[src/rtl/prog_loader_pkg.sv]
// Shared definitions for the boot-time program loader: sync byte, widths and state encoding.
package prog_loader_pkg;

    localparam logic [7:0] SYNC   = 8'hA5;
    localparam int         ADDR_W = 16;
    localparam int         DATA_W = 16;

    // Encodings follow the frame field order: SYNC, ADDR_H, ADDR_L, CNT_H, CNT_L, {D_H, D_L}*, CHK.
    localparam logic [3:0] ENC_IDLE   = 4'd0;
    localparam logic [3:0] ENC_ADDR_H = 4'd1;
    localparam logic [3:0] ENC_ADDR_L = 4'd2;
    localparam logic [3:0] ENC_CNT_H  = 4'd3;
    localparam logic [3:0] ENC_CNT_L  = 4'd4;
    localparam logic [3:0] ENC_DATA_H = 4'd5;
    localparam logic [3:0] ENC_DATA_L = 4'd6;
    localparam logic [3:0] ENC_WRITE  = 4'd7;
    localparam logic [3:0] ENC_CHK    = 4'd8;
    localparam logic [3:0] ENC_DONE   = 4'd9;
    localparam logic [3:0] ENC_ERR    = 4'd10;

    typedef enum logic [3:0] {
        StIdle  = ENC_IDLE,
        StAddrH = ENC_ADDR_H,
        StAddrL = ENC_ADDR_L,
        StCntH  = ENC_CNT_H,
        StCntL  = ENC_CNT_L,
        StDataH = ENC_DATA_H,
        StDataL = ENC_DATA_L,
        StWrite = ENC_WRITE,
        StChk   = ENC_CHK,
        StDone  = ENC_DONE,
        StErr   = ENC_ERR
    } state_t;

    function automatic logic is_frame_state(state_t s);
        return !(s inside {StIdle, StDone, StErr});
    endfunction

endpackage

[src/rtl/prog_loader_fsm.sv]
// Frame parser and checksum: turns the byte stream into registered RAM word writes.
module prog_loader_fsm
    import prog_loader_pkg::*;
(
    input  logic              i_clk,
    input  logic              i_rst_n,
    input  logic [7:0]        i_rx_data,
    input  logic              i_rx_valid,
    output logic              o_rx_ready,
    output logic              o_wr_stb,
    output logic [ADDR_W-1:0] o_wr_addr,
    output logic [DATA_W-1:0] o_wr_word,
    output logic              o_done,
    output logic              o_bad,
    output logic              o_busy
);

    state_t            r_state, w_state_next;
    logic [7:0]        r_sum, w_sum_next;
    logic [ADDR_W-1:0] r_cur_addr, w_cur_addr_next;
    logic [15:0]       r_cnt, w_cnt_next;
    logic [7:0]        r_dh, w_dh_next;
    logic              r_wr_stb, w_wr_stb_next;
    logic [ADDR_W-1:0] r_wr_addr, w_wr_addr_next;
    logic [DATA_W-1:0] r_wr_word, w_wr_word_next;
    logic              r_rx_ready, w_rx_ready_next;
    logic              w_xfer;
    logic [7:0]        w_sum_add;

    assign w_xfer    = i_rx_valid & r_rx_ready;
    assign w_sum_add = r_sum + i_rx_data;

    always_ff @(posedge i_clk) begin
        if (!i_rst_n) begin
            r_state    <= StIdle;
            r_sum      <= 8'h00;
            r_cur_addr <= '0;
            r_cnt      <= 16'h0000;
            r_dh       <= 8'h00;
            r_wr_stb   <= 1'b0;
            r_wr_addr  <= '0;
            r_wr_word  <= '0;
            r_rx_ready <= 1'b0;
        end else begin
            r_state    <= w_state_next;
            r_sum      <= w_sum_next;
            r_cur_addr <= w_cur_addr_next;
            r_cnt      <= w_cnt_next;
            r_dh       <= w_dh_next;
            r_wr_stb   <= w_wr_stb_next;
            r_wr_addr  <= w_wr_addr_next;
            r_wr_word  <= w_wr_word_next;
            r_rx_ready <= w_rx_ready_next;
        end
    end

    always_comb begin
        w_state_next    = r_state;
        w_sum_next      = r_sum;
        w_cur_addr_next = r_cur_addr;
        w_cnt_next      = r_cnt;
        w_dh_next       = r_dh;
        w_wr_stb_next   = 1'b0;
        w_wr_addr_next  = r_wr_addr;
        w_wr_word_next  = r_wr_word;

        // Header and payload bytes all feed the running checksum.
        if (w_xfer && (r_state inside {StAddrH, StAddrL, StCntH, StCntL, StDataH, StDataL})) begin
            w_sum_next = w_sum_add;
        end

        case (r_state)
            StIdle, StErr: begin
                if (w_xfer && i_rx_data == SYNC) begin
                    w_state_next = StAddrH;
                    w_sum_next   = 8'h00;
                end
            end
            StAddrH: if (w_xfer) begin
                w_cur_addr_next[15:8] = i_rx_data;
                w_state_next          = StAddrL;
            end
            StAddrL: if (w_xfer) begin
                w_cur_addr_next[7:0] = i_rx_data;
                w_state_next         = StCntH;
            end
            StCntH: if (w_xfer) begin
                w_cnt_next[15:8] = i_rx_data;
                w_state_next     = StCntL;
            end
            StCntL: if (w_xfer) begin
                w_cnt_next   = {r_cnt[15:8], i_rx_data};
                w_state_next = ({r_cnt[15:8], i_rx_data} == 16'h0000) ? StChk : StDataH;
            end
            StDataH: if (w_xfer) begin
                w_dh_next    = i_rx_data;
                w_state_next = StDataL;
            end
            StDataL: if (w_xfer) begin
                w_wr_stb_next  = 1'b1;
                w_wr_addr_next = r_cur_addr;
                w_wr_word_next = {r_dh, i_rx_data};
                w_state_next   = StWrite;
            end
            StWrite: begin
                w_cur_addr_next = r_cur_addr + 1'b1;
                w_cnt_next      = r_cnt - 16'd1;
                w_state_next    = (r_cnt == 16'd1) ? StChk : StDataH;
            end
            StChk: if (w_xfer) begin
                w_state_next = (w_sum_add == 8'h00) ? StDone : StErr;
            end
            StDone: w_state_next = StDone;
            default: w_state_next = StIdle;
        endcase

        w_rx_ready_next = !(w_state_next inside {StWrite, StDone});
    end

    assign o_rx_ready = r_rx_ready;
    assign o_wr_stb   = r_wr_stb;
    assign o_wr_addr  = r_wr_addr;
    assign o_wr_word  = r_wr_word;
    assign o_done     = (r_state == StDone);
    assign o_bad      = (r_state == StErr);
    assign o_busy     = is_frame_state(r_state);

endmodule

[src/rtl/prog_loader.sv]
// Boot loader top: frame parser plus the RAM port mux that hands memory to the core once loaded.
module prog_loader
    import prog_loader_pkg::*;
(
    input  logic              i_clk,
    input  logic              i_rst_n,
    input  logic [7:0]        i_rx_data,
    input  logic              i_rx_valid,
    output logic              o_rx_ready,
    input  logic [ADDR_W-1:0] i_cpu_addr,
    input  logic [DATA_W-1:0] i_cpu_din,
    input  logic              i_cpu_we,
    output logic [ADDR_W-1:0] o_mem_addr,
    output logic [DATA_W-1:0] o_mem_din,
    output logic              o_mem_we,
    output logic              o_cpu_run,
    output logic              o_busy,
    output logic              o_err
);

    logic              w_wr_stb;
    logic [ADDR_W-1:0] w_wr_addr;
    logic [DATA_W-1:0] w_wr_word;
    logic              w_done;
    logic              w_bad;

    prog_loader_fsm u_fsm (
        .i_clk      (i_clk),
        .i_rst_n    (i_rst_n),
        .i_rx_data  (i_rx_data),
        .i_rx_valid (i_rx_valid),
        .o_rx_ready (o_rx_ready),
        .o_wr_stb   (w_wr_stb),
        .o_wr_addr  (w_wr_addr),
        .o_wr_word  (w_wr_word),
        .o_done     (w_done),
        .o_bad      (w_bad),
        .o_busy     (o_busy)
    );

    assign o_cpu_run = w_done;
    assign o_err     = w_bad;

    // Core writes are blocked until the loaded image has been verified.
    assign o_mem_addr = w_done ? i_cpu_addr : w_wr_addr;
    assign o_mem_din  = w_done ? i_cpu_din  : w_wr_word;
    assign o_mem_we   = w_done ? i_cpu_we   : w_wr_stb;

endmodule

[config.mk]
export PLATFORM = sky130hd
export DESIGN_NAME = prog_loader
export DESIGN_NICKNAME = d
export VERILOG_FILES = /design/src/rtl/prog_loader_pkg.sv /design/src/rtl/prog_loader_fsm.sv /design/src/rtl/prog_loader.sv
export SDC_FILE = /design/constraint.sdc
export NUM_CORES = 1
export LEC_CHECK = 0
export ABC_AREA = 1
export CORE_UTILIZATION = 30
export DETAILED_ROUTE_END_ITERATION = 8
export HOLD_SLACK_MARGIN = 0.02
export PLACE_DENSITY = 0.6
export SETUP_SLACK_MARGIN = 0.1
export SLEW_MARGIN = 20
export SYNTH_ARGS = -nofsm -noshare
export SYNTH_HDL_FRONTEND = slang
export SYNTH_SLANG_ARGS = --single-unit
[constraint.sdc]
create_clock -name i_clk -period 3.7 [get_ports i_clk]
set_input_delay 0.37 -clock i_clk [delete_from_list [all_inputs] [get_ports i_clk]]
set_output_delay 0.37 -clock i_clk [all_outputs]
set_load 0.005 [all_outputs]
# [Yosys cells after proc, flatten, opt, wreduce, memory -nomap -nowiden]
# Index checks and enable logic that the tools add are counted.
[word_totals] regBits=86 out_inout_bits=37
[classes] muxes=25 add_sub_neg=3 n_eq_ne=18 bitwise=2 reduce_logical=22
[ops] cell="$pmux W8 S2" count=3
[ops] cell="$mux W4" count=10
[ops] cell="$mux W8" count=5
[ops] cell="$pmux W4 S10" count=1
[ops] cell="$mux W16" count=2
[ops] cell="$pmux W8 S3" count=1
[ops] cell="$eq A4 B3 Y1 const B" count=5
[ops] cell="$add A16 B1 Y16 const B" count=1
[ops] cell="$eq A16 B1 Y1 const B" count=1
[ops] cell="$eq A4 B4 Y1 const B" count=4
[ops] cell="$logic_not A16 Y1" count=1
[ops] cell="$sub A16 B1 Y16 const B" count=1
[ops] cell="$reduce_and A2 Y1" count=6
[ops] cell="$reduce_bool A2 Y1" count=5
[ops] cell="$add A8 B8 Y8" count=1
[ops] cell="$eq A4 B2 Y1 const B" count=2
[ops] cell="$eq A8 B8 Y1 const B" count=1
[ops] cell="$logic_not A8 Y1" count=1
[ops] cell="$ne A2 B1 Y1 const B" count=4
[ops] cell="$reduce_bool A6 Y1" count=1
[ops] cell="$eq A4 B1 Y1 const B" count=1
[ops] cell="$logic_not A4 Y1" count=1
[ops] cell="$reduce_and A3 Y1" count=1
[ops] cell="$reduce_bool A3 Y1" count=1
[ops] cell="other kinds (7)" count=10

# [Longest topological paths before layout]
# Gate-level depths: netlist (run 1).
[logic_depth] depth_word=8 mapped_depth=14 ltp_nobuf=14

# [By module]
# From an unflattened synthesis (run 1), not the netlist that was laid out.
[unflattened] cells_unflattened=774 hier_area_um2=4977.3
[by_module_without_submodules] mod="prog_loader_fsm" cells_per_inst=667 instances=1 area_per_inst_um2=4498.1 seq_area_each_um2=1721.7
[by_module_without_submodules] mod="prog_loader" cells_per_inst=107 instances=1 area_per_inst_um2=479.2 seq_area_each_um2=0.0

# [Worst setup path before layout (run 1)]
# Ideal clock, no wire load.
[synth_timing] path_type="input-to-reg" startpoint="input i_rx_data[0]" endpoint="register u_fsm.r_rx_ready (netlist: u_fsm.o_rx_ready)" slack_ns=1.694 t_arrival_ns=1.878 path_buffers=0 stages=11 t_required_ns=3.571 path_cell_list="ha_1 > fa_1 > or2_2 > nor2_1 > nand3_1 > nor2_1 > nand2_1 > nand2_1 > nand3_1 > nand3_1 > nor2_1"
[synth_between] elab_chain_len=8
[synth_lines] item="start, declared" line_no="prog_loader.sv:7" text="input logic [7:0] i_rx_data,"
[synth_lines] item="$add A8 B8 Y8" line_no="prog_loader_fsm.sv:31" text="assign w_sum_add = r_sum + i_rx_data;"
[synth_lines] item="$logic_not A8 Y1" line_no="prog_loader_fsm.sv:111" text="w_state_next = (w_sum_add == 8'h00) ? StDone : StErr;"
[synth_lines] item="$mux W2" line_no="prog_loader_fsm.sv:111"
[synth_lines] item="$mux W4" line_no="prog_loader_fsm.sv:110" text="StChk: if (w_xfer) begin"
[synth_lines] item="$pmux W4 S10 *" line_no="prog_loader_fsm.sv:72" text="case (r_state)"
[synth_lines] item="$eq A4 B3 Y1 / $eq A4 B4 Y1 (equally long branches)" line_no="prog_loader_fsm.sv:117" text="w_rx_ready_next = !(w_state_next inside {StWrite, StDone});"
[synth_lines] item="$reduce_bool A2 Y1 *" line_no="prog_loader_fsm.sv:117"
[synth_lines] item="$logic_not A1 Y1 *" line_no="prog_loader_fsm.sv:117"
[synth_lines] item="end signal, assigned" line_no="prog_loader_fsm.sv:53" text="r_rx_ready <= w_rx_ready_next;"
[synth_lines] item="end, declared" line_no="prog_loader_fsm.sv:26" text="logic r_rx_ready, w_rx_ready_next;"
# Mark *: on every way between the ends. The rest lies on a longest branch, timed or not.
# A chain may end at the register's enable or synchronous reset.

# [Worst setup path in the final report (run 1)]
[layout_timing] startpoint="register u_fsm.r_state[3]" endpoint="output o_mem_addr[4]"
[layout_between] elab_chain_len=2
[layout_lines] item="start, declared" line_no="prog_loader_fsm.sv:18" text="state_t r_state, w_state_next;"
[layout_lines] item="start signal, assigned" line_no="prog_loader_fsm.sv:35" text="r_state <= StIdle;"
[layout_lines] item="start signal, assigned" line_no="prog_loader_fsm.sv:45" text="r_state <= w_state_next;"
[layout_lines] item="$eq A4 B4 Y1" line_no="prog_loader_fsm.sv:124" text="assign o_done = (r_state == StDone);"
[layout_lines] item="$mux W16" line_no="prog_loader.sv:45" text="assign o_mem_addr = w_done ? i_cpu_addr : w_wr_addr;"
[layout_lines] item="end, declared" line_no="prog_loader.sv:13" text="output logic [ADDR_W-1:0] o_mem_addr,"
# No other way between the ends.

==> run metrics, run 1 <==
outcome=finished clean; Via Count=4800; Num CTS Buffers=9; synth warn=0; 1st-iter DRT viols=351; worst-path fanout max=51; Async SR Flop Fraction=0%; Slew @ Worst Pin=slightly above 0.9 ns; Worst Reg-to-Reg Cells=11; multi-input logic area=2590 sq um; Worst Path Required=3.33 ns; most common flop cell mapped by yosys=dfxtp_1; Synth Area in XOR/XNOR=1.81%; Final Setup Violations=0; Cell Area, Synth=just under 5000 sq um; htree depth=3; I/O pin count=81; top post-synthesis cells by area=dfxtp_1 36%, nand2_1 11%, o21ai_0 11%; Worst setup SP type=flop; Synth Register Bits=86; final hold vios=0; worst min path class=flop to flop; placed insts=1010; Total GRT Usage=15.9%; Clock Skew=0.00982 ns; Final TNS setup=0 ns; clock root buffer master=clkbuf_16; Synth top area share=35.5%; routed len/inst=12.3 um; Placer Congestion=about 0.84; Clk pin slew, worst setup/hold paths=~0.060 ns; hold endpoint=u_fsm.o_wr_addr[1]; Gates resized, CTS repair=0; layout cell share with drive strength beyond 1=5.06%; vias per cell=between 4 and 5; Syn Inst Count=739; Worst Hold Launch=u_fsm.o_wr_addr[1]; cell mode on critical path=inv_1; Filler cells=1675; Crit path largest cell delay=roughly 0.53 ns; mux contribution to synthesized area=0%; Synth Area in Compound Gates=22.6%; DRC viols=0; Rows=46; maximum vdd drop=around 0.00021 V; Core ar.=15800 sq um; IO Port Bufs=80; global-route wire length before repair=20800 um; initial core utilization=a little under a third; cell accounting for the most synthesized area=dfxtp_1; Netlist cell types=between 40 and 50; Mapped Nets=between 700 and 800; Longest Clk Path Bufs=2; die width=129 um; sequential fraction of the synthesis area=approximately 36%; Max Slew Vio Count=0; WP buf/inv=4; Slowest-stage cell, CP=clkdlybuf4s50_1; TritonCTS clock tree=done; ANT nets after route=0; Final WS setup=between 0.8 and 0.9 ns; flop2flop setup slack=1.59 ns; crit path DAT=2.51 ns; Final Cycle Share=77.9%; area share of and/or/nand/nor cells after synthesis=25.8%; Register Area=between 1500 and 2000 sq um; initial antenna violation count=0; WL final=12600 um; power per cell area=around 330 nW/um^2; most common cell in the synthesized netlist=nand2_1; cells along the critical path=inv_1, nor2_1, inv_1, nor2_4, buf_4, nand2_1, o21ai_0, clkdlybuf4s50_1; Peak Freq=347 MHz; buffers inserted by post-CTS timing repair=0; largest net degree at the start of global routing=67; overall power=2.03 mW; die height=approximately 130 um; RR Endpoint=u_fsm.o_rx_ready; leading cell types by count after synthesis=148 x nand2_1, 109 x inv_1, 107 x o21ai_0; critical path class=flop to output port; number of global-route vias before repair=4177; hold buffers post-CTS=0; hpwl dp=9130 um; max-cap violations=0; Leak=about 2.5 nW; Setup crit end kind=output port; Largest delay share family, worst path=buffers and inverters; min Tclk post-route=about 2.9 ns; # diodes=0; Slew headroom=39.5%; RSZ-0062 raised after global routing=no; Clock Sinks=86; Place WS=0.979 ns; largest family of logic cells by synthesized area=simple AND/OR/NAND/NOR gates; Worst Hold Depth=2; worst-skew pair later-pin latency=0.35 ns; Die ar.=16700 sq um; Nets=between 800 and 900; Post-Layout Cell Count=1026; RR Startpoint=u_fsm.r_sum[0]; Hold Slack=0.448 ns; adder-cell share of the synthesized area=2.99%; EDFF count, synth=0; Crit. path cell count=8; Area Growth Syn to Fin=27.0%; drt pass-1 iters=5; Syn Area/Cell=6.56 sq um; grt ovf=0
-- layout by cell type, fill, tap and decap left out, types with 6 or more instances in the layout --
master,Yosys,final
nand2_1,148,148
inv_1,109,109
o21ai_0,107,107
dfxtp_1,86,86
clkdlybuf4s50_1,0,80
nor2_1,72,71
a21oi_1,65,65
nand3_1,29,28
a31oi_1,17,17
nand4_1,10,10
ha_1,10,10
clkbuf_16,0,9
nor3_1,8,8
xor2_1,6,6
-- state kept, by name, indices dropped and copies added (netlist names) --
signal	cells
u_fsm.o_wr_stb	1
u_fsm.o_wr_addr	16
u_fsm.r_cnt	16
u_fsm.o_rx_ready	1
u_fsm.r_cur_addr	16
u_fsm.r_dh	8
u_fsm.o_wr_word	16
u_fsm.r_sum	8
u_fsm.r_state	4
-- cell families after synthesis --
kind of cell               Yosys count
adders and majority gates           11
and+or+nand+nor                    287
DFF                                 86
AOI/OAI and AO/OA                  205
xor gates and xnor gates            10
buffers and inverters              140
-- per-layer routing --
metal	vias up	wire [um]	global-route usage [%]
met4	0	231	6.23
met5	-	0	0
met3	19	625	3.10
met1	2113	6300	21.9
li1	2551	-	-
met2	117	5420	24.4
-- per-stage QoR --
stage / area (sq um) / util, %
6_report: 6160 / 38.9
5_1_grt: 6160 / 38.9
4_1_cts: 6160 / 38.9
3_5_place_dp: 5830 / 36.8
3_3_place_gp: 5830 / 36.8
2_1_floorplan: 4850 / -
-- tightest hold or removal path: stages, from the launching register on --
cell and delay [ns]:
dfxtp_1 0.30, inv_1 0.05, a21oi_1 0.05
-- final cells by class --
class                      count  area share (%)
sequential                    86            28.0
inverter                     111            6.77
clock buffer                  11            3.94
timing repair buffer          84            13.5
multi-input combinational    513            42.1
tap                          216            4.39
clock inverter                 5            1.34
-- worst max-delay path by stage --
stage,start,to
2_1_floorplan,i_rx_data[0],u_fsm.o_rx_ready
3_3_place_gp,i_rx_data[0],u_fsm.o_rx_ready
3_5_place_dp,i_rx_data[0],u_fsm.o_rx_ready
4_1_cts,u_fsm.r_state[3],o_mem_addr[4]
5_1_grt,u_fsm.r_state[3],o_mem_din[8]
6_report,u_fsm.r_state[3],o_mem_addr[4]
-- report_power, final --
group          internal, mW  switching [mW]
clock                 0.610           0.376
sequential            0.926        0.000412
combinational        0.0558          0.0619
total                  1.59           0.438
Power figures use the tool's default switching activity.
==> inputs of run 2 (changes only) <==
==> constraint.sdc (replaced) <==
create_clock -name i_clk -period 2.69 [get_ports i_clk]
set_input_delay 0.269 -clock i_clk [delete_from_list [all_inputs] [get_ports i_clk]]
set_output_delay 0.269 -clock i_clk [all_outputs]
set_load 0.005 [all_outputs]
==> run 2 against run 1 <==
- power rose by 32%
- global-route usage fell by 0.47 points
- utilization barely moved
- clock skew fell by 0.0057 ns
- via count fell by 0.56%
==> run metrics, run 2 (synthesis gave the netlist of run 1 again) <==
outcome=finished clean; I/O pin count=81; Final TNS setup=0 ns; RSZ-0062 raised after global routing=no; # diodes=0; Place WS=0.199 ns; Area Growth Syn to Fin=27.1%; Via Count=~4.8k; final hold vios=0; routed len/inst=roughly 12 um; Placer Congestion=0.851; die height=129 um; worst min path class=flop to flop; layout cell share with drive strength beyond 1=5.41%; hpwl dp=around 9200 um; Gates resized, CTS repair=0; worst-path fanout max=68; Num CTS Buffers=9; RR Endpoint=u_fsm.o_rx_ready; IO Port Bufs=80; ANT nets after route=0; Core ar.=15800 sq um; Final WS setup=slightly below 0.3 ns; drt pass-1 iters=5; crit path DAT=between 2 and 2.5 ns; Clock Sinks=86; die width=129 um; power per cell area=434 nW/um^2; Worst Hold Depth=2; flop2flop setup slack=0.63 ns; Clock Skew=roughly 0.0042 ns; most frequent cells in the layout=148 x nand2_1, 109 x inv_1, 107 x o21ai_0, 86 x dfxtp_1, 80 x clkdlybuf4s50_1; RR Startpoint=u_fsm.r_sum[0]; Setup crit end kind=output port; hold buffers post-CTS=0; worst-skew pair later-pin latency=0.34 ns; Worst Reg-to-Reg Cells=11; number of global-route vias before repair=4128; global-route wire length before repair=a little over 20000 um; Peak Freq=approximately 420 MHz; final instance area=6160 sq um; maximum vdd drop=0.000287 V; dpl cell area=slightly below 6000 sq um; grt ovf=0; initial antenna violation count=0; vias per cell=4.64; most common library cell in the layout ignoring fill and taps=nand2_1; Rows=46; TritonCTS clock tree=done; Worst Path Required=2.42 ns; largest net degree at the start of global routing=about 70; max-cap violations=0; DRC viols=0; Clk pin slew, worst setup/hold paths=0.06 ns; min Tclk post-route=2.40 ns; critical path class=flop to output port; Final Cycle Share=89.1%; WL final=12500 um; Longest Clk Path Bufs=2; Worst setup SP type=flop; Die ar.=16700 sq um; Slew headroom=58.6%; Final Setup Violations=0; hold endpoint=u_fsm.o_wr_addr[1]; buffers inserted by post-CTS timing repair=0; Worst Hold Launch=u_fsm.o_wr_addr[1]; 1st-iter DRT viols=between 400 and 500; post-layout util=roughly two fifths; Leak=2.48 nW; htree depth=3; Nets=864; CP startpoint=u_fsm.r_state[3]; Max Slew Vio Count=0; Slew @ Worst Pin=roughly 0.62 ns; clock root buffer master=clkbuf_16; initial core utilization=30.6%; Total GRT Usage=about 15%
-- run 2: cell count changes in the layout (fill, tap and decap cells not counted), sizes merged --
cell | previous run | this run
buf | 4 | 8
bufinv | 2 | 1
clkinv | 1 | 3
clkinvlp | 3 | 1
-- run 2: cell type report --
class	count	area (sq um)
clock inverters	4	47.5
multi-input cells	513	2590
repair buffers	88	873
fillers	1657	9660
clock buffers	11	243
flip-flops and latches	86	1720
well taps	216	270
inverters	111	417
-- run 2: layer usage --
metal | track usage, % | routed length, um | vias up
li1 | - | - | 2561
met1 | 20.9 | 6280 | 2074
met2 | 24.6 | 5320 | 126
met3 | 2.73 | 699 | 12
met4 | 5.19 | 173 | 0
met5 | 0 | 0 | -
-- run 2: through the flow --
stage               power (mW)  std cells  hold slack [ns]
floorplan                 1.37        739            0.424
global placement          1.47       1014            0.435
detailed placement        1.47       1014            0.440
CTS                       2.69       1029            0.449
global route              2.76       1029            0.472
finish                    2.67       1029            0.446
-- run 2: worst max-delay path: stages, from the launching register on --
cell and delay (ns):
dfxtp_1 0.35, inv_1 0.10, nor2_1 0.09, inv_1 0.13, nor2_4 0.15, buf_12 0.25
inv_1 0.12, nand2_1 0.10, nand2_1 0.05, clkdlybuf4s50_1 0.44
-- run 2: worst max path at each step --
| stage | endpoint | slack (ns) | cells after the start |
|---|---|---|---|
| after detailed placement | u_fsm.o_rx_ready | 0.20 | 12 |
| after CTS | o_mem_we | 0.28 | 9 |
| after global routing | o_mem_din[14] | 0.16 | 8 |
| after global placement | u_fsm.o_rx_ready | 0.22 | 12 |
| after floorplan | u_fsm.o_rx_ready | 0.77 | 11 |
| final | o_mem_we | 0.29 | 9 |
-- run 2: power by group --
group | leakage (nW) | total [mW] | internal [mW] | switching [mW]
clock network | 0.141 | 1.24 | 0.737 | 0.499
registers | 0.693 | 1.27 | 1.27 | 0.000635
logic | 1.64 | 0.164 | 0.0795 | 0.0846
total | 2.48 | 2.67 | 2.09 | 0.584
